`src/rtl/ft_recovery_ctrl.sv`:
```
// rtl/ft_recovery_ctrl.sv - lockstep divergence recovery: shadow regfile, halt, rewrite, resume
module ft_recovery_ctrl #(
    parameter int unsigned HALT_TIMEOUT = 255
) (
    input  logic        clk_i,
    input  logic        rst_ni,
    input  logic        we_a_i,
    input  logic        we_b_i,
    input  logic [4:0]  addr_a_i,
    input  logic [4:0]  addr_b_i,
    input  logic [31:0] data_a_i,
    input  logic [31:0] data_b_i,
    input  logic [31:0] pc_i,
    input  logic [1:0]  debug_halted_i,
    input  logic [1:0]  debug_gnt_i,
    output logic [1:0]  debug_req_o,
    output logic        debug_we_o,
    output logic [14:0] debug_addr_o,
    output logic [31:0] debug_wdata_o,
    output logic        debug_halt_o,
    output logic        debug_resume_o,
    output logic        busy_o,
    output logic        fatal_o,
    output logic [7:0]  recover_cnt_o
);

    typedef enum logic [2:0] {
        S_IDLE,
        S_HALT,
        S_WAIT,
        S_WREG,
        S_WPC,
        S_RESUME,
        S_FAIL
    } state_e;

    state_e      state_q;
    logic [31:0] shadow_q [1:31];
    logic [31:0] pc_q;
    logic [4:0]  idx_q;
    logic [15:0] tmo_q;
    logic [1:0]  g_q;
    logic [1:0]  g_d;
    logic [7:0]  rcnt_q;
    logic        mismatch;
    logic        agree;
    logic        xfer;
    logic        word_done;

    assign mismatch = (we_a_i != we_b_i) |
                      (we_a_i & we_b_i & ((addr_a_i != addr_b_i) | (data_a_i != data_b_i)));
    assign agree    = we_a_i & we_b_i & ~mismatch & (addr_a_i != 5'd0);

    // Each core is requested until it grants; the word retires once both have granted.
    assign xfer        = (state_q == S_WREG) | (state_q == S_WPC);
    assign debug_req_o = {2{xfer}} & ~g_q;
    assign g_d         = g_q | (debug_req_o & debug_gnt_i);
    assign word_done   = xfer & (g_d == 2'b11);

    assign debug_we_o     = xfer;
    assign debug_halt_o   = (state_q == S_HALT);
    assign debug_resume_o = (state_q == S_RESUME);
    assign busy_o         = (state_q != S_IDLE);
    assign fatal_o        = (state_q == S_FAIL);
    assign recover_cnt_o  = rcnt_q;

    always_comb begin
        debug_addr_o  = 15'd0;
        debug_wdata_o = 32'd0;
        if (state_q == S_WREG) begin
            debug_addr_o  = 15'h400 + {8'd0, idx_q, 2'b00};
            debug_wdata_o = shadow_q[idx_q];
        end else if (state_q == S_WPC) begin
            debug_addr_o  = 15'h2000;
            debug_wdata_o = pc_q;
        end
    end

    // Shadow and checkpoint freeze while a recovery is in flight.
    always_ff @(posedge clk_i or negedge rst_ni) begin
        if (!rst_ni) begin
            pc_q <= 32'd0;
            for (int i = 1; i < 32; i++) begin
                shadow_q[i] <= 32'd0;
            end
        end else if (state_q == S_IDLE) begin
            if (!mismatch) begin
                pc_q <= pc_i;
            end
            if (agree) begin
                shadow_q[addr_a_i] <= data_a_i;
            end
        end
    end

    always_ff @(posedge clk_i or negedge rst_ni) begin
        if (!rst_ni) begin
            state_q <= S_IDLE;
            idx_q   <= 5'd0;
            tmo_q   <= 16'd0;
            g_q     <= 2'b00;
            rcnt_q  <= 8'd0;
        end else begin
            case (state_q)
                S_IDLE: begin
                    if (mismatch) begin
                        state_q <= S_HALT;
                    end
                end
                S_HALT: begin
                    tmo_q   <= 16'(HALT_TIMEOUT);
                    state_q <= S_WAIT;
                end
                S_WAIT: begin
                    if (debug_halted_i == 2'b11) begin
                        idx_q   <= 5'd1;
                        state_q <= S_WREG;
                    end else begin
                        tmo_q <= tmo_q - 16'd1;
                        if (tmo_q == 16'd1) begin
                            state_q <= S_FAIL;
                        end
                    end
                end
                S_WREG: begin
                    if (word_done) begin
                        g_q <= 2'b00;
                        if (idx_q == 5'd31) begin
                            state_q <= S_WPC;
                        end else begin
                            idx_q <= idx_q + 5'd1;
                        end
                    end else begin
                        g_q <= g_d;
                    end
                end
                S_WPC: begin
                    if (word_done) begin
                        g_q     <= 2'b00;
                        state_q <= S_RESUME;
                    end else begin
                        g_q <= g_d;
                    end
                end
                S_RESUME: begin
                    if (rcnt_q != 8'hFF) begin
                        rcnt_q <= rcnt_q + 8'd1;
                    end
                    state_q <= S_IDLE;
                end
                S_FAIL: begin
                    state_q <= S_FAIL;
                end
                default: begin
                    state_q <= S_IDLE;
                end
            endcase
        end
    end

endmodule

```
`config.mk`:
```
export PLATFORM = sky130hd
export DESIGN_NAME = ft_recovery_ctrl
export DESIGN_NICKNAME = d
export VERILOG_FILES = /design/src/rtl/ft_recovery_ctrl.sv
export SDC_FILE = /design/constraint.sdc
export NUM_CORES = 2
export LEC_CHECK = 0
export CELL_PAD_IN_SITES_DETAIL_PLACEMENT = 0
export CELL_PAD_IN_SITES_GLOBAL_PLACEMENT = 2
export CORE_UTILIZATION = 41
export CTS_CLUSTER_DIAMETER = 100
export DETAILED_ROUTE_END_ITERATION = 7
export PLACE_DENSITY_LB_ADDON = 0.1
export SLEW_MARGIN = 15
export SYNTH_ARGS = -nofsm -noshare
export SYNTH_HDL_FRONTEND = slang
export SYNTH_SLANG_ARGS = --single-unit
```
`constraint.sdc`:
```
create_clock -name clk_i -period 2.98 [get_ports clk_i]
set_input_delay 0.447 -clock clk_i [delete_from_list [all_inputs] [get_ports clk_i]]
set_output_delay 0.447 -clock clk_i [all_outputs]
set_load 0.1 [all_outputs]
```
==> results.json <==
{
  "critical_path_class": "flip-flop to output port",
  "grt_setup_unrepaired": "yes",
  "wl_per_cell_um": 29.37,
  "grt_pass1_vias": 33714,
  "drt-vias-per-instance": 5.746,
  "crit_chain": "buf_12 -> buf_16 -> buf_12 -> mux4_2 -> mux2_2 -> a22o_1 -> a221o_4 -> buf_12",
  "ys.flop_type": "dfrtp_1",
  "rows": 127,
  "final_area_um2": 61820,
  "worstMarginPinSlew_ns": 0.6955,
  "portBuffers": 167,
  "htreeDepth": 3,
  "synth_cells": 3379,
  "grt.busiest_layer": "met2",
  "grt.total_usage": 0.2633,
  "leakagePower_nw": 29.84,
  "p_per_area_nw_per_um2": 633.3,
  "drtAntennaViolNets": 0,
  "synth_fa_ha_area_frac": 0.001516,
  "cp-end-kind": "output port",
  "grt-ovfl-total": 0,
  "antenna_found_initial": 2,
  "period_needed_ns": 3.741,
  "violations": "setup timing",
  "crit_path_top_delay_cell": "mux4_2",
  "hold_class": "input port to async pin",
  "hold_viol_final": 0,
  "dp.final_hpwl_um": 103600,
  "num_vias": 31081,
  "cp_num_buf_inv": 4,
  "place_congestion": 0.7908,
  "synth-seq-area-share": 0.5347,
  "synth_compound_gate_area_share": 0.03611,
  "numCtsBuffers": 116,
  "drt_iter0_markers": 2137,
  "synth_top_family_by_area": "multiplexers",
  "rr_startpoint": "state_q[0]$_DFFE_PN0P_",
  "place_ws_ns": -0.7149,
  "worst_slack_ns": -0.7612,
  "cpLargestDelayFamily": "multiplexers",
  "drc": 0,
  "fin_nets": 3814,
  "cpPeakStageDelay_ns": 0.53,
  "cp-startpoint": "idx_q[0]$_DFFE_PN0P_",
  "io_pins": 176,
  "synth_enable_flop_cells": 0,
  "cts_tree": "built",
  "grt_max_degree": 104,
  "drive_gt1_frac": 0.5216,
  "worstSetupStartpointType": "flip-flop",
  "drv_cap": 0,
  "synthSimpleGateAreaFrac": 0.03929,
  "grtUsageMet2": 0.4357,
  "fin_skew_ns": 0.01982,
  "cp_common_cell": "buf_12",
  "layout_common_cells": "1054 x dfrtp_1, 987 x mux2_2, 224 x mux4_2",
  "syn_area_um2": 49520,
  "area_growth_pct": 24.84,
  "placed_cells": 5146,
  "drt-pass1-iter-count": 8,
  "cts.clk_slew.worst_paths_ns": 0.06,
  "setup_viol": 32,
  "initial_core_util": 0.4133,
  "cp_data_required_time_ns": 2.53,
  "p_total_w": 0.03915,
  "yosysUniqueCellTypes": 49,
  "tns_ns": -22.18,
  "yosysWarnings": 0,
  "async_flop_share": 1.000,
  "arrival_ns": 3.29,
  "die_x_um": 349.5,
  "avgSynthCellArea_um2": 14.65,
  "final_common_cell": "dfrtp_1",
  "cts_buffer_depth": 3,
  "cts-root-buf": "clkbuf_16",
  "dieArea_um2": 122200,
  "routed_wl_um": 158900,
  "core_area_um2": 119800,
  "die_y_um": 349.5,
  "cts.sinks": 1058,
  "status": "finished, violations left",
  "synth.area.mux_share": 0.3497,
  "grt_pass1_wl_um": 234400,
  "fin_crit_sh": 1.255,
  "clock_latency_ns": 0.72,
  "use_met1": 0.3668,
  "ys_ff_latch": 1058,
  "final_cells": 5409,
  "placed_area_um2": 56640,
  "ir_drop_uv": 606.4,
  "fmax_mhz": 267.3,
  "drv_slew": 0,
  "maxSlewHeadroom": 0.5328,
  "met3_usage": 0.03428,
  "synth-xor-area-share": 0.009728,
  "crit_fanout": 10
}
-- where the power goes --
part | switching, W | internal (W)
Clock | 0.00606 | 0.00910
Combinational | 0.00524 | 0.00364
Sequential | 0.000420 | 0.0147
Total | 0.0117 | 0.0274
-- routing by layer --
metal | vias up | part of all wire
li1 | 13210 | -
met1 | 16961 | 0.45
met2 | 721 | 0.49
met3 | 189 | 0.045
met4 | 0 | 0.021
met5 | - | 0
-- flip-flops by register name, indices dropped and copies added (netlist names) --
| signal | cells |
|---|---|
| state_q | 3 |
| tmo_q | 16 |
| g_q | 2 |
| pc_q | 32 |
| recover_cnt_o | 8 |
| idx_q | 5 |
| shadow_q | 992 |
-- cell type report --
class,instances,area [µm²]
tap,1612,2017
inverter,13,50.05
clock inverter,53,610.6
multi-input combinational,1980,22470
timing repair buffer,525,6708
antenna,1,2.502
sequential,1058,26490
fill,10061,57990
clock buffer,167,3468
-- repair_timing --
action / CTS / global route
pin swaps: 18 / 6
hold buffers: 1 / 0
resized for setup: 110 / 35
gates cloned: 4 / 1
endpoints found under the hold margin: 24 / 0
setup endpoints to repair: 32 / 84
buffers inserted: 32 / 6
-- Yosys cell counts, types with 3 or more instances --
master / n / area (µm²)
buf_4: 11 / 82.58
dfrtp_1: 1058 / 26480
a22oi_1: 33 / 247.7
a221o_1: 32 / 320.3
nor3_1: 8 / 40.04
or3_1: 3 / 18.77
and2_1: 62 / 387.9
o211ai_1: 34 / 255.2
mux2_1: 60 / 675.7
o21ai_0: 39 / 195.2
mux2_2: 997 / 11230
mux4_2: 224 / 5045
or4_1: 4 / 30.03
nand3_1: 10 / 50.05
nand4_2: 19 / 237.7
ha_1: 6 / 75.07
a22o_1: 32 / 280.3
xnor2_1: 47 / 411.6
nand4_1: 56 / 350.3
clkbuf_1: 202 / 758.2
nand2_1: 121 / 454.2
and3_1: 6 / 37.54
nor4_1: 7 / 43.79
a21oi_1: 36 / 180.2
buf_1: 56 / 210.2
nor3b_1: 6 / 45.04
xor2_1: 8 / 70.07
nor2_1: 29 / 108.9
nand2b_1: 3 / 18.77
mux2i_1: 37 / 370.4
buf_2: 66 / 330.3
a211oi_1: 32 / 240.2
inv_1: 12 / 45.04
-- kinds of logic after synthesis --
kind of cell	count (synthesis)
flops	1058
mux	1318
fa+ha+maj	6
other cells	1
xor+xnor	55
simple gates	346
compound gates	247
buf+inv	348
-- stage by stage --
step / util / hold WS, ns
2_1_floorplan: - / 0.1514
3_3_place_gp: 0.4728 / 0.4563
3_5_place_dp: 0.4728 / 0.4568
4_1_cts: 0.5139 / 0.2857
5_1_grt: 0.5160 / 0.3239
6_report: 0.5160 / 0.3132
-- worst paths after layout --
kind / slack (ns) / endpoint / cells past startpoint
setup / recovery: -0.76 / debug_wdata_o[19] / 8
hold / removal: 0.31 / shadow_q[5]$_DFFE_PN0P_ / 2
setup reg to reg: 0.07 / shadow_q[934]$_DFFE_PN0P_ / 9
hold reg to reg: 0.47 / tmo_q[15]$_DFFE_PN0P_ / 1
max in group asynchronous: 1.56 / shadow_q[424]$_DFFE_PN0P_ / 3
min in group clk_i: 0.35 / pc_q[4]$_DFFE_PN0P_ / 3
No activity file was read; power rests on OpenSTA's default activity.
